File: src/rtl/mips_pkg.sv
// Shared MIPS core constants: register-file geometry and writeback requester indices.
package mips_pkg;

    localparam int REG_AW   = 5;
    localparam int DATA_W   = 32;
    localparam int NUM_REGS = 32;

    // Writeback producers, in arbitration index order
    localparam int WB_LOAD   = 0;
    localparam int WB_MULDIV = 1;
    localparam int WB_ALU    = 2;

endpackage

File: src/rtl/rr_arbiter.sv
// Generic NREQ-way round-robin arbiter: one-hot grant, search starts at the
// pointer, pointer moves just past the winner whenever a grant is issued.
module rr_arbiter #(
    parameter int NREQ = 3
) (
    input  logic            clk_i,
    input  logic            rst_i,
    input  logic [NREQ-1:0] req_i,
    output logic [NREQ-1:0] gnt_o
);

    localparam int PW = (NREQ > 1) ? $clog2(NREQ) : 1;

    logic [PW-1:0] ptr_q;
    logic [PW-1:0] ptr_d;
    logic [PW-1:0] gidx;
    logic          found;
    int            idx;

    // First requester at or after the pointer wins; the grant implies the
    // requester is valid, so a grant is always a transfer.
    always_comb begin
        gnt_o = '0;
        found = 1'b0;
        gidx  = '0;
        idx   = 0;
        for (int k = 0; k < NREQ; k++) begin
            idx = (int'(ptr_q) + k) % NREQ;
            if (!found && req_i[idx]) begin
                found = 1'b1;
                gidx  = PW'(idx);
            end
        end
        if (found) begin
            gnt_o[gidx] = 1'b1;
        end
        ptr_d = ptr_q;
        if (found) begin
            ptr_d = (gidx == PW'(NREQ - 1)) ? '0 : gidx + 1'b1;
        end
    end

    // Pointer register; holds on idle cycles.
    always_ff @(posedge clk_i) begin
        if (rst_i) begin
            ptr_q <= '0;
        end else begin
            ptr_q <= ptr_d;
        end
    end

endmodule

File: src/rtl/regfile_wb_arbiter.sv
// Register-file write-port controller: round-robin shares the single write
// port among writeback producers, registers the write, and keeps a per-register
// pending scoreboard for decode stalls.
module regfile_wb_arbiter
    import mips_pkg::*;
#(
    parameter int NREQ = 3,
    parameter int AW   = REG_AW,
    parameter int DW   = DATA_W
) (
    input  logic               clk,
    input  logic               rst,
    input  logic [NREQ-1:0]    req_valid,
    output logic [NREQ-1:0]    req_ready,
    input  logic [NREQ*AW-1:0] req_addr,
    input  logic [NREQ*DW-1:0] req_data,
    output logic               rf_we,
    output logic [AW-1:0]      rf_waddr,
    output logic [DW-1:0]      rf_wdata,
    input  logic               issue_valid,
    input  logic [AW-1:0]      issue_addr,
    input  logic [AW-1:0]      chk_addr1,
    input  logic [AW-1:0]      chk_addr2,
    output logic               chk_busy,
    output logic [2**AW-1:0]   pending,
    output logic               err_unexpected
);

    localparam int NR = 2**AW;

    logic [NREQ-1:0] arb_req;
    logic [NREQ-1:0] gnt;
    logic            xfer;
    logic [AW-1:0]   sel_addr;
    logic [DW-1:0]   sel_data;

    logic            rf_we_q,    rf_we_d;
    logic [AW-1:0]   rf_waddr_q, rf_waddr_d;
    logic [DW-1:0]   rf_wdata_q, rf_wdata_d;
    logic [NR-1:0]   pending_q,  pending_d;
    logic            err_q,      err_d;

    // No grants while reset is held.
    assign arb_req = req_valid & {NREQ{~rst}};

    rr_arbiter #(
        .NREQ(NREQ)
    ) u_arb (
        .clk_i(clk),
        .rst_i(rst),
        .req_i(arb_req),
        .gnt_o(gnt)
    );

    assign req_ready = gnt;

    // Mux the granted requester's destination and data.
    always_comb begin
        xfer     = |gnt;
        sel_addr = '0;
        sel_data = '0;
        for (int i = 0; i < NREQ; i++) begin
            if (gnt[i]) begin
                sel_addr = req_addr[i*AW +: AW];
                sel_data = req_data[i*DW +: DW];
            end
        end
    end

    // Next state: writeback register, scoreboard (set beats clear), sticky error.
    always_comb begin
        rf_we_d    = xfer && (sel_addr != '0);
        rf_waddr_d = xfer ? sel_addr : rf_waddr_q;
        rf_wdata_d = xfer ? sel_data : rf_wdata_q;

        pending_d = pending_q;
        if (rf_we_q) begin
            pending_d[rf_waddr_q] = 1'b0;
        end
        if (issue_valid && (issue_addr != '0)) begin
            pending_d[issue_addr] = 1'b1;
        end
        pending_d[0] = 1'b0;

        err_d = err_q | (xfer && (sel_addr != '0) && !pending_q[sel_addr]);
    end

    // State registers.
    always_ff @(posedge clk) begin
        if (rst) begin
            rf_we_q    <= 1'b0;
            rf_waddr_q <= '0;
            rf_wdata_q <= '0;
            pending_q  <= '0;
            err_q      <= 1'b0;
        end else begin
            rf_we_q    <= rf_we_d;
            rf_waddr_q <= rf_waddr_d;
            rf_wdata_q <= rf_wdata_d;
            pending_q  <= pending_d;
            err_q      <= err_d;
        end
    end

    assign rf_we          = rf_we_q;
    assign rf_waddr       = rf_waddr_q;
    assign rf_wdata       = rf_wdata_q;
    assign pending        = pending_q;
    assign err_unexpected = err_q;
    assign chk_busy       = pending_q[chk_addr1] | pending_q[chk_addr2];

endmodule

File: config.mk
export PLATFORM = sky130hd
export DESIGN_NAME = regfile_wb_arbiter
export DESIGN_NICKNAME = d
export VERILOG_FILES = /design/src/rtl/mips_pkg.sv /design/src/rtl/rr_arbiter.sv /design/src/rtl/regfile_wb_arbiter.sv
export SDC_FILE = /design/constraint.sdc
export NUM_CORES = 1
export LEC_CHECK = 0
export ABC_AREA = 1
export CORE_MARGIN = 2
export CORE_UTILIZATION = 46
export CTS_CLUSTER_SIZE = 14
export DETAILED_ROUTE_END_ITERATION = 6
export GPL_ROUTABILITY_DRIVEN = 1
export PLACE_DENSITY = 0.87
export SLEW_MARGIN = 0
export SYNTH_ARGS = -nofsm -noshare
export SYNTH_HDL_FRONTEND = slang
export SYNTH_SLANG_ARGS = --single-unit
File: constraint.sdc
create_clock -name clk -period 7.2 [get_ports clk]
set_input_delay 0.72 -clock clk [delete_from_list [all_inputs] [get_ports clk]]
set_output_delay 0.72 -clock clk [all_outputs]
set_load 0.005 [all_outputs]
After elaboration in Yosys (flattened, before gate mapping)

Cells that the tools add are included.

Bits in registers: 73
Input port bits: 132

Reductions and logical operators: 14
Divide/modulo/power cells: 3
Order comparisons: 12
Mux-type cells: 37
Bitwise operators: 7
Add/subtract/negate cells: 3
Equal/unequal tests: 1

Operators with widths:

| kind                    | number |
|---|---|
| $mux W32                | 5 |
| $lt A32 B4 Y1 const B   | 3 |
| $mod A32 B3 Y32 const B | 2 |
| $and A32 B32 Y32        | 1 |
| $mod A3 B3 Y32 const B  | 1 |
| $not A32 Y32            | 1 |
| $or A32 B32 Y32         | 1 |
| $lt A5 B6 Y1 const B    | 5 |
| $bmux W1 S5             | 3 |
| $mux W1                 | 15 |
| $mux W5                 | 3 |
| $demux W1 S5            | 2 |
| $ge A5 B1 Y1 const B    | 2 |
| $reduce_bool A5 Y1      | 2 |
| $logic_and A1 B1 Y1     | 8 |
| $mux W2                 | 4 |
| $bmux W1 S2             | 3 |
| $add A2 B1 Y3 const B   | 1 |
| $add A2 B2 Y3 const B   | 1 |
| $and A3 B3 Y3           | 1 |
| $logic_not A1 Y1        | 3 |
| $lt A2 B3 Y1 const B    | 1 |
| $mux W3                 | 1 |
| $reduce_or A3 Y1        | 1 |
| 6 further kinds         | 7 |

Depth between registers and ports, before layout

Gate-level depths: netlist of the first run.

Word-level depth: 25
Gate-level depth with buffers: 24
Mapped depth without buffers: 23

Modules after synthesis

A second synthesis of the first run with hierarchy kept.

Cells, all modules: 664
Area, all modules: 4465.5 um^2

By module, submodules not included:

| module             | cells an instance | seq. area each (um^2) | times used | area each (um^2) |
|---|---|---|---|---|
| regfile_wb_arbiter | 614               | 1401.3                | 1          | 4145.2 |
| rr_arbiter         | 50                | 40.0                  | 1          | 320.3 |

Least setup slack after synthesis of the first run

OpenSTA, ideal clock, no wires.

Path type: input to output
Start point: in rst
End point: out req_ready[0]
Stages on the path: 11
Data arrival time: 1.989 ns
Path buffers: 2
Data required time: 6.480 ns
Setup slack: 4.491 ns
Cell sequence: buf_6 > inv_6 > nand2_1 > nand2_1 > nand3_1 > a31oi_2 > nand2_4 > nor2_8 > nand2_4 > inv_4 > clkbuf_1

Word-level cells in the longest chain between the ends: 17

RTL lines:

| item                                                                      | RTL line                 | RTL |
|---|---|---|
| start: declaration                                                        | regfile_wb_arbiter.sv:12 | `input logic rst,` |
| $not A1 Y1 (*)                                                            | regfile_wb_arbiter.sv:44 | `assign arb_req = req_valid & {NREQ{~rst}};` |
| $and A3 B3 Y3 (*)                                                         | regfile_wb_arbiter.sv:44 |  |
| $bmux W1 S2                                                               | rr_arbiter.sv:29         | `if (!found && req_i[idx]) begin` |
| $mux W1 (implied by the code) (2 in series)                               | rr_arbiter.sv:29         |  |
| $mux W1                                                                   | rr_arbiter.sv:29         |  |
| $logic_not A1 Y1                                                          | rr_arbiter.sv:29         |  |
| $logic_and A1 B1 Y1                                                       | rr_arbiter.sv:29         |  |
| $mux W1                                                                   | rr_arbiter.sv:29         |  |
| $logic_not A1 Y1                                                          | rr_arbiter.sv:29         |  |
| $logic_and A1 B1 Y1                                                       | rr_arbiter.sv:29         |  |
| $mux W2                                                                   | rr_arbiter.sv:29         |  |
| $lt A2 B3 Y1 (implied by the code) / $ge A2 B1 Y1 (equally long branches) | rr_arbiter.sv:35         | `gnt_o[gidx] = 1'b1;` |
| $logic_and A1 B1 Y1 (implied by the code)                                 | rr_arbiter.sv:35         |  |
| $mux W1 (implied by the code)                                             | rr_arbiter.sv:35         |  |
| $demux W1 S2                                                              | -                        |  |
| $mux W3 (*)                                                               | rr_arbiter.sv:34         | `if (found) begin` |
| end: declaration                                                          | regfile_wb_arbiter.sv:14 | `output logic [NREQ-1:0] req_ready,` |

Mark *: on every way between the ends. The rest lies on a longest branch, timed or not. The select of a mux whose other input is x is not followed.

Worst setup path in the final report of the first run

Same ends and word-level chain as after synthesis.

==> results of run 1 <==
[routing by layer]
layer	routed length, um	part of all wire, %
met5	0	0
met4	573	3.3
met3	1570	9.0
met2	8130	47
met1	7100	41
[cells in the mapped netlist, drive strengths merged, types with 2 or more instances]
cell	n	area, um^2
clkbuf	24	90.1
inv	104	400
nor2	12	71.3
o21ai	70	358
nand4	51	325
buf	12	76.3
nand3	76	408
a221oi	2	17.5
o311ai	2	17.5
a21oi	64	324
a31oi	2	18.8
dfxtp	72	1440
ha	2	25.0
nor3	13	65.1
o211ai	2	15.0
nand2	244	951
[through the flow]
| stage | std cells | instance area [um^2] |
|---|---|---|
| after floorplan | 759 | 4660 |
| after global placement | 1063 | 6720 |
| after detailed placement | 1063 | 6720 |
| after CTS | 1078 | 6940 |
| after global routing | 1078 | 6940 |
| final | 1078 | 6940 |
[sequential cells by signal, indices dropped and copies added, names as in the netlist]
register and flops:
err_unexpected 1, pending 31, rf_waddr 5, rf_wdata 32, rf_we 1, u_arb.ptr_q 2
[cell families (layout without fill, tap and decap cells)]
| group | after synthesis | after routing |
|---|---|---|
| AO/OA/AOI/OAI | 146 | 146 |
| adder cells (fa/ha/maj) | 2 | 2 |
| buffers and inverters | 140 | 326 |
| flip-flops | 72 | 72 |
| other | 1 | 1 |
| AND/OR/NAND/NOR | 398 | 398 |
[power by group through the flow]
stage,Clock (W),Sequential (W),Combinational [W]
floorplan,0,0.000558,0.00124
global route,0.000373,0.000567,0.00202
CTS,0.000357,0.000557,0.00180
finish,0.000355,0.000559,0.00180
global placement,0,0.000566,0.00176
detailed placement,0,0.000563,0.00178
[layout make-up]
cell class	instances	area [um^2]
Fill cell	872	2880
Multi-Input combinational cell	547	2650
Timing Repair Buffer	207	2070
Sequential cell	72	1440
Inverter	104	400
Tap cell	133	166
Clock buffer	9	124
Clock inverter	6	91.3
[critical path: cells and delay by family]
kind | cells | cell delay [ps]
AOI/OAI and AO/OA | 1 | 180
buffers and inverters | 6 | 2100
and+or+nand+nor | 5 | 700
[worst paths after layout]
check / from / end / slack [ps] / cells past startpoint
min: err_unexpected / err_unexpected / 470 / 2
max reg2reg: u_arb.ptr_q[0] / err_unexpected / 3820 / 21
max: rst / req_ready[0] / 2730 / 12
min reg2reg: err_unexpected / err_unexpected / 470 / 2
==> flow_metrics.env, run 1 <==
export IMPL_worst_setup_margin_ps=2730
export IMPL_drt_vias_per_instance=5.49
export IMPL_clock_fmax_mhz=224
export IMPL_power_share_sequential_pct=20.6
export IMPL_synth_adder_area_share_pct=0.537
export IMPL_slew_viol_final=0
export IMPL_die_area_um2=10900
export IMPL_tritoncts="built"
export IMPL_global_route_usage_met3_pct=6.86
export IMPL_dr_pass1_iters=7
export IMPL_timing_setup_tns_ps=0
export IMPL_synth_area_um2=4660
export IMPL_cts_buffers=9
export IMPL_final_hold_viol_count=0
export IMPL_layout_cells_most_common="sky130_fd_sc_hd__nand2_1"
export IMPL_grt_overflow_total=0
export IMPL_power_switching_fraction_pct=49.5
export IMPL_pwr_density_cell_nw_per_um2=392
export IMPL_post_synth_cell_area_avg_um2=6.14
export IMPL_clockRootBuffer="sky130_fd_sc_hd__clkbuf_8"
export IMPL_clk_skew_ps=15.7
export IMPL_flip_flop_cell_with_the_highest_count_after_synthesis="sky130_fd_sc_hd__dfxtp_1"
export IMPL_worst_hold_path_type="flip-flop to flip-flop"
export IMPL_layout_nets=1075
export IMPL_synth_enable_flop_cells=0
export IMPL_grt_usage_pct=31.5
export IMPL_switchingPower_w=0.00135
export IMPL_die_h_um=105
export IMPL_whs_ps=469
export IMPL_critical_path_class="primary input to primary output"
export IMPL_grt_start_max_net_pins=45
export IMPL_setup_viol=0
export IMPL_status="completed"
export IMPL_clock_insertion_delay_worst_skew_ps=350
export IMPL_final_period_utilization_pct=62.1
export IMPL_ys_seq_elements=72
export IMPL_dr_total_vias=5921
export IMPL_holdBufCountCts=0
export IMPL_floorplan_core_area_um2=9820
export IMPL_synth_compound_area_share_pct=16.8
export IMPL_finalWorstPathRequiredPeriod_ps=4470
export IMPL_die_width_um=105
export IMPL_synthesis_nets=893
export IMPL_total_power_w=0.00272
export IMPL_vdd_drop_max_uv=262
export IMPL_antenna_violating_nets_left=0
export IMPL_cp_cell_sequence="clkdlybuf4s50_1 > buf_4 > inv_6 > nand2_4 > o21ai_2 > nand2_2 > nand3_2 > inv_2 > nor2_8 > nand2_4 > inv_4 > clkdlybuf4s50_1"
export IMPL_initial_antenna_violation_count=0
export IMPL_grt_busiest_layer="met2"
export IMPL_worstPathArrival_ps=3750
export IMPL_max_slew_margin_rel_pct=25.7
export IMPL_cts_htree_levels=3
export IMPL_combinational_power_share_pct=66.4
export IMPL_final_weighted_congestion_in_routability_driven_placement=0.990
export IMPL_critical_path_endpoint_type="primary output"
export IMPL_p_leak_nw=2.94
export IMPL_row_count=36
export IMPL_cts_resized_gates=0
export IMPL_io_buffers=205
export IMPL_yosysWarnings=0
export IMPL_fin_util_pct=70.7
export IMPL_cellInternalPower_w=0.00137
export IMPL_muxShareOfSynthArea_pct=0
export IMPL_drc=0
export IMPL_postCtsSetupBuffers=0
export IMPL_synth_sequential_area_ratio_pct=31.0
export IMPL_dr_first_iter_drc_count=552
export IMPL_grt_pass1_wl_um=27800
export IMPL_critical_path_max_fanout=44
export IMPL_maxCapViolCount=0
export IMPL_number_of_cells_produced_by_synthesis=759
export IMPL_share_clk_of_total_power_pct=13.1
export IMPL_grt_pass1_vias=5525
export IMPL_yosysUniqueCellTypes=40
export IMPL_synth_simple_gate_area_share_pct=39.5
export IMPL_setup_repair_after_global_routing_missed_its_margin="no"
export IMPL_post_place_ws_ps=2750
export IMPL_timing_critical_path_slowest_cell_delay_ps=580
export IMPL_groute_layer_met1_usage_pct=40.8
export IMPL_timing_critical_path_slowest_stage_cell="sky130_fd_sc_hd__clkdlybuf4s50_1"
export IMPL_cts_root_to_sink_buffers=2
export IMPL_setup_worst_path_start_class="primary input"
export IMPL_antenna_diode_count=0
export IMPL_routedWlPerCell_um=16.1
export IMPL_floorplan_io_pins=207
export IMPL_postRouteWirelength_um=17400
export IMPL_post_synthesis_async_set_or_reset_flop_share_pct=0
export IMPL_area_growth_pct=49.0
export IMPL_synth_xor_xnor_area_share_pct=0
export IMPL_cts_sinks=72
export IMPL_hpwl_after_detailed_placement_um=13100
export IMPL_use_met2_pct=51.2
export IMPL_synth_top_family_by_area="simple AND/OR/NAND/NOR gates"
export IMPL_floorplan_initialDensity_pct=47.4
export IMPL_worst_slew_pin_transition_ps=1110
export IMPL_worstPathRequired_ps=6480
export IMPL_post_route_cells_drive_above_1_share_pct=4.97
export IMPL_most_frequent_cells_in_the_layout="236 x sky130_fd_sc_hd__nand2_1, 205 x sky130_fd_sc_hd__clkdlybuf4s50_1, 95 x sky130_fd_sc_hd__inv_1, 72 x sky130_fd_sc_hd__nand3_1, 72 x sky130_fd_sc_hd__dfxtp_1"
export IMPL_cts_clk_slew_worst_paths_ps=70
(Power assumes the default switching activity.)
==> run 2: changes to the inputs <==
--- a/config.mk
+++ b/config.mk
@@ -7,11 +7,11 @@
 export LEC_CHECK = 0
 export ABC_AREA = 1
 export CORE_MARGIN = 2
-export CORE_UTILIZATION = 46
+export CORE_UTILIZATION = 39
 export CTS_CLUSTER_SIZE = 14
 export DETAILED_ROUTE_END_ITERATION = 6
 export GPL_ROUTABILITY_DRIVEN = 1
-export PLACE_DENSITY = 0.87
+export PLACE_DENSITY = 0.78
 export SLEW_MARGIN = 0
 export SYNTH_ARGS = -nofsm -noshare
 export SYNTH_HDL_FRONTEND = slang
==> constraint.sdc (replaced) <==
create_clock -name clk -period 3.8 [get_ports clk]
set_input_delay 0.38 -clock clk [delete_from_list [all_inputs] [get_ports clk]]
set_output_delay 0.38 -clock clk [all_outputs]
set_load 0.005 [all_outputs]
==> run 2 against run 1 <==
  * Count of clock-buffer cells in the layout increased by 4
  * First-iteration DRC count is 33% higher
  * Total power rose by 93%
  * The flow now finishes with violations (design-rule violations)
==> flow_metrics.env, run 2 (synthesis gave the netlist of run 1 again) <==
export IMPL_status="finished with violations"
export IMPL_failed_checks="design-rule violations"
export IMPL_final_hold_viol_count=0
export IMPL_critical_path_endpoint_type="primary output"
export IMPL_cts_clk_slew_worst_paths_ps=60
export IMPL_clock_fmax_mhz=307
export IMPL_groute_layer_met1_usage_pct=34.0
export IMPL_maxCapViolCount=0
export IMPL_drc=2
export IMPL_clk_skew_ps=9.42
export IMPL_grt_overflow_total=0
export IMPL_fillers=1120
export IMPL_floorplan_core_area_um2=11500
export IMPL_drt_vias_per_instance=5.36
export IMPL_worst_slew_pin_transition_ps=1090
export IMPL_placed_area_um2=6770
export IMPL_grt_usage_pct=26.6
export IMPL_dr_first_iter_drc_count=736
export IMPL_min_from="err_unexpected"
export IMPL_setup_repair_after_global_routing_missed_its_margin="no"
export IMPL_worstPathArrival_ps=2880
export IMPL_hpwl_after_detailed_placement_um=13300
export IMPL_r2r_slack_ps=690
export IMPL_critical_path_class="flip-flop to primary output"
export IMPL_max_slew_margin_rel_pct=26.6
export IMPL_antenna_violating_nets_left=0
export IMPL_cts_sinks=72
export IMPL_cts_root_to_sink_buffers=2
export IMPL_grt_pass1_wl_um=27400
export IMPL_routedWlPerCell_um=16.0
export IMPL_dr_total_vias=5859
export IMPL_global_route_usage_met3_pct=6.48
export IMPL_setup_worst_path_start_class="flip-flop"
export IMPL_die_h_um=113
export IMPL_timing_critical_path_slowest_stage_cell="sky130_fd_sc_hd__clkdlybuf4s50_1"
export IMPL_use_met2_pct=43.2
export IMPL_worst_r2r_endpoint="err_unexpected"
export IMPL_floorplan_io_pins=207
export IMPL_io_buffers=205
export IMPL_area_growth_pct=51.4
export IMPL_register_area_um2=1440
export IMPL_whs_ps=460
export IMPL_worstHoldEndpoint="err_unexpected"
export IMPL_worst_hold_path_type="flip-flop to flip-flop"
export IMPL_grt_busiest_layer="met2"
export IMPL_final_period_utilization_pct=85.8
export IMPL_holdBufCountCts=0
export IMPL_critical_path_top_cell_by_count="sky130_fd_sc_hd__nand3_1"
export IMPL_multi_input_comb_area_um2=2650
export IMPL_cts_htree_levels=3
export IMPL_total_power_w=0.00525
export IMPL_grt_pass1_vias=5350
export IMPL_postRouteWirelength_um=17500
export IMPL_p_leak_nw=2.99
export IMPL_worst_hold_path_cell_count=2
export IMPL_cp_cell_sequence="inv_1 > ha_1 > inv_2 > nand3_1 > nand3_1 > nand2_2 > nand3_1 > nand2_1 > nand2_1 > inv_2 > nand2_4 > inv_4 > clkdlybuf4s50_1"
export IMPL_postCtsSetupBuffers=0
export IMPL_tritoncts="built"
export IMPL_finalWorstPathRequiredPeriod_ps=3260
export IMPL_clock_insertion_delay_worst_skew_ps=330
export IMPL_worstPathRequired_ps=3420
export IMPL_cts_buffers=9
export IMPL_floorplan_initialDensity_pct=40.4
export IMPL_layout_cells_most_common="sky130_fd_sc_hd__nand2_1"
export IMPL_die_width_um=113
export IMPL_vdd_drop_max_uv=567
export IMPL_cts_resized_gates=0
export IMPL_die_area_um2=12800
export IMPL_post_route_cells_drive_above_1_share_pct=5.37
export IMPL_pwr_density_cell_nw_per_um2=745
export IMPL_row_count=39
export IMPL_timing_critical_path_slowest_cell_delay_ps=580
export IMPL_r2r_start="u_arb.ptr_q[0]"
export IMPL_setup_viol=0
export IMPL_dr_pass1_iters=7
export IMPL_largest_register_ffs=32
export IMPL_timing_setup_tns_ps=0
export IMPL_slew_viol_final=0
export IMPL_grt_start_max_net_pins=38
export IMPL_clockRootBuffer="sky130_fd_sc_hd__clkbuf_16"
export IMPL_worst_r2r_cell_count=19
export IMPL_final_cell_area_um2=7050
export IMPL_layout_nets=1079
export IMPL_most_frequent_cells_in_the_layout="236 x sky130_fd_sc_hd__nand2_1, 205 x sky130_fd_sc_hd__clkdlybuf4s50_1, 95 x sky130_fd_sc_hd__inv_1, 72 x sky130_fd_sc_hd__nand3_1, 72 x sky130_fd_sc_hd__dfxtp_1"
export IMPL_final_weighted_congestion_in_routability_driven_placement=0.982
export IMPL_critical_path_max_fanout=36
export IMPL_antenna_diode_count=0
export IMPL_initial_antenna_violation_count=0
-- run 2: per-stage QoR --
step	std cells	worst slack, ps	util, %
after global placement	1077	590	58.8
after floorplan	759	1420	-
final	1093	538	61.2
after global routing	1093	330	61.2
after detailed placement	1077	539	58.8
after CTS	1093	520	61.2
-- run 2: critical path, delay by kind of cell, from the launching register on --
kind	cells	cell delay (ps)
adder cells (fa/ha/maj)	1	380
buffers and inverters	5	1190
flip-flops	1	310
AND/OR/NAND/NOR	7	660
-- run 2: area by class of cell --
class                           count  share of cell area, %
Timing Repair Buffer              211                   29.7
Inverter                          104                   5.68
Clock inverter                      3                  0.213
Sequential cell                    72                   20.4
Clock buffer                       13                   3.83
Multi-Input combinational cell    547                   37.6
Tap cell                          143                   2.54
-- run 2: layer usage --
layer,vias to the layer above,share of wire [%],routed length (um)
li1,2892,-,-
met1,2608,40,7100
met2,303,46,8070
met3,56,10,1790
met4,0,3.3,586
met5,-,0,0
-- run 2: how the worst max path moves through the flow --
stage | cells after the start | to | from | slack (ps)
3_3_place_gp | 9 | chk_busy | chk_addr1[0] | 590
2_1_floorplan | 19 | err_unexpected | u_arb.ptr_q[0] | 1420
6_report | 13 | req_ready[0] | u_arb.ptr_q[1] | 540
4_1_cts | 13 | req_ready[0] | u_arb.ptr_q[1] | 520
3_5_place_dp | 18 | err_unexpected | rst | 540
5_1_grt | 12 | req_ready[0] | u_arb.ptr_q[0] | 330
-- run 2: power breakdown --
| part | total, W | internal, W | switching (W) | leakage (nW) |
|---|---|---|---|---|
| logic | 0.00340 | 0.00131 | 0.00209 | 2.25 |
| clock network | 0.000799 | 0.000492 | 0.000307 | 0.145 |
| registers | 0.00105 | 0.000938 | 0.000115 | 0.591 |
==> run 3: changes to the inputs <==
--- a/config.mk
+++ b/config.mk
@@ -8,6 +8,7 @@
 export ABC_AREA = 1
 export CORE_MARGIN = 2
 export CORE_UTILIZATION = 39
+export CTS_BUF_LIST = sky130_fd_sc_hd__clkbuf_8
 export CTS_CLUSTER_SIZE = 14
 export DETAILED_ROUTE_END_ITERATION = 6
 export GPL_ROUTABILITY_DRIVEN = 1
==> run 3 against run 2 <==
  * The run now ends clean
  * First-iteration DRC count shrank 16%
  * Sequential share of layout area increased by 0.30 points
  * Sequential power barely moved
  * Largest power group unchanged
  * Sequential cell count unchanged
  * Routed wire length grew 0.19%
  * Setup slack got worse by 20 ps
  * Register-to-register slack worse by 20 ps
  * Clock power fell by 30%
==> flow_metrics.env, run 3 (synthesis gave the netlist of run 1 again) <==
export IMPL_status="completed"
export IMPL_floorplan_io_pins=207
export IMPL_cp_cell_sequence="inv_1 > ha_1 > inv_2 > nand3_1 > nand3_1 > nand2_2 > nand3_1 > nand2_1 > nand2_1 > inv_2 > nand2_4 > inv_4 > clkdlybuf4s50_1"
export IMPL_postCtsSetupBuffers=0
export IMPL_worst_hold_path_type="flip-flop to flip-flop"
export IMPL_holdBufCountCts=0
export IMPL_grt_pass1_wl_um=27400
export IMPL_dr_total_vias=5862
export IMPL_setup_worst_path_start_class="flip-flop"
export IMPL_drt_vias_per_instance=5.36
export IMPL_grt_usage_pct=26.7
export IMPL_critical_path_class="flip-flop to primary output"
export IMPL_routedWlPerCell_um=16.1
export IMPL_postRouteWirelength_um=17600
export IMPL_r2r_start="u_arb.ptr_q[0]"
export IMPL_dr_pass1_iters=6
export IMPL_p_leak_nw=2.95
export IMPL_die_area_um2=12800
export IMPL_row_count=39
export IMPL_worstPathBufferInverterCount=5
export IMPL_clockRootBuffer="sky130_fd_sc_hd__clkbuf_8"
export IMPL_placed_area_um2=6770
export IMPL_worstPathArrival_ps=2900
export IMPL_cts_clk_slew_worst_paths_ps=80
export IMPL_worst_slew_pin_transition_ps=1070
export IMPL_cts_sinks=72
export IMPL_final_period_utilization_pct=86.4
export IMPL_final_weighted_congestion_in_routability_driven_placement=0.982
export IMPL_whs_ps=463
export IMPL_floorplan_core_area_um2=11500
export IMPL_floorplan_initialDensity_pct=40.4
export IMPL_clock_insertion_delay_worst_skew_ps=340
export IMPL_timing_setup_tns_ps=0
export IMPL_critical_path_max_fanout=36
export IMPL_die_h_um=113
export IMPL_setup_repair_after_global_routing_missed_its_margin="no"
export IMPL_die_width_um=113
export IMPL_post_route_cells_drive_above_1_share_pct=5.37
export IMPL_min_from="err_unexpected"
export IMPL_antenna_diode_count=0
export IMPL_layout_cells_most_common="sky130_fd_sc_hd__nand2_1"
export IMPL_clock_fmax_mhz=305
export IMPL_initial_antenna_violation_count=0
export IMPL_hpwl_after_detailed_placement_um=13300
export IMPL_layout_nets=1079
export IMPL_cts_root_to_sink_buffers=2
export IMPL_final_cell_area_um2=6950
export IMPL_grt_pass1_vias=5331
export IMPL_largest_register_ffs=32
export IMPL_cts_buffers=9
export IMPL_clk_skew_ps=14.8
export IMPL_final_hold_viol_count=0
export IMPL_setup_viol=0
export IMPL_maxCapViolCount=0
export IMPL_area_growth_pct=49.2
export IMPL_finalWorstPathRequiredPeriod_ps=3280
export IMPL_dr_first_iter_drc_count=620
export IMPL_grt_start_max_net_pins=38
export IMPL_worstPathRequired_ps=3420
export IMPL_max_slew_margin_rel_pct=27.9
export IMPL_critical_path_endpoint_type="primary output"
export IMPL_timing_critical_path_slowest_cell_delay_ps=580
export IMPL_vdd_drop_max_uv=535
export IMPL_most_frequent_cells_in_the_layout="236 x sky130_fd_sc_hd__nand2_1, 205 x sky130_fd_sc_hd__clkdlybuf4s50_1, 96 x sky130_fd_sc_hd__inv_1, 72 x sky130_fd_sc_hd__nand3_1, 72 x sky130_fd_sc_hd__dfxtp_1"
export IMPL_critical_path_top_cell_by_count="sky130_fd_sc_hd__nand3_1"
export IMPL_timing_critical_path_slowest_stage_cell="sky130_fd_sc_hd__clkdlybuf4s50_1"
export IMPL_cts_htree_levels=3
export IMPL_slew_viol_final=0
export IMPL_io_buffers=205
export IMPL_pwr_density_cell_nw_per_um2=721
export IMPL_tritoncts="built"
export IMPL_startpoint="u_arb.ptr_q[1]"
export IMPL_cts_resized_gates=0
export IMPL_grt_overflow_total=0
export IMPL_crit_family="buffers and inverters"
export IMPL_r2r_slack_ps=670
export IMPL_fillers=1132
export IMPL_drc=0
export IMPL_antenna_violating_nets_left=0
[run 3: path summary, 6_finish.rpt]
check	endpoint	cells after the start
min reg2reg	err_unexpected	2
max	req_ready[0]	13
min	err_unexpected	2
max reg2reg	err_unexpected	19
[run 3: power breakdown]
part	leakage [nW]	total, W	switching [W]	internal, W
registers	0.591	0.00105	0.000115	0.000936
clock network	0.103	0.000563	0.000278	0.000285
logic	2.25	0.00340	0.00209	0.00131
[run 3: final cells by class]
class / count / area, um^2 / share of cell area, %
Multi-Input combinational cell: 547 / 2650 / 38.1
Timing Repair Buffer: 211 / 2100 / 30.2
Clock inverter: 4 / 18.8 / 0.270
Sequential cell: 72 / 1440 / 20.7
Tap cell: 143 / 179 / 2.57
Inverter: 104 / 400 / 5.76
Clock buffer: 12 / 165 / 2.38
[run 3: routing by layer]
layer | track usage [%] | vias up | part of all wire, %
met5 | 0 | - | 0
met4 | 9.51 | 0 | 3.0
met3 | 5.78 | 45 | 9.8
met2 | 43.8 | 290 | 47
met1 | 34.5 | 2638 | 40
li1 | - | 2889 | -
[run 3: stage by stage]
stage          util, %  worst slack [ps]  total power [W]  std cells
5_1_grt           60.4               297          0.00550       1093
3_3_place_gp      58.8               590          0.00443       1077
3_5_place_dp      58.8               539          0.00445       1077
2_1_floorplan        -              1420          0.00341        759
6_report          60.4               518          0.00501       1093
4_1_cts           60.4               490          0.00503       1093
[run 3: worst register-to-register path: stages, from the launching register on]
cell	delay [ps]
sky130_fd_sc_hd__dfxtp_1	360
sky130_fd_sc_hd__inv_1	50
sky130_fd_sc_hd__ha_1	420
sky130_fd_sc_hd__inv_2	100
sky130_fd_sc_hd__nand3_1	90
sky130_fd_sc_hd__nand3_1	80
sky130_fd_sc_hd__nand2_2	100
sky130_fd_sc_hd__nand4_2	130
sky130_fd_sc_hd__nand2_4	130
sky130_fd_sc_hd__buf_4	390
sky130_fd_sc_hd__nand2_2	310
sky130_fd_sc_hd__nand3_2	270
sky130_fd_sc_hd__nand2_1	80
sky130_fd_sc_hd__nand3_1	80
sky130_fd_sc_hd__nand3_1	80
sky130_fd_sc_hd__nand3_1	100
sky130_fd_sc_hd__nand2_1	50
sky130_fd_sc_hd__nand2_1	50
sky130_fd_sc_hd__nand3_1	60
sky130_fd_sc_hd__a21oi_1	120
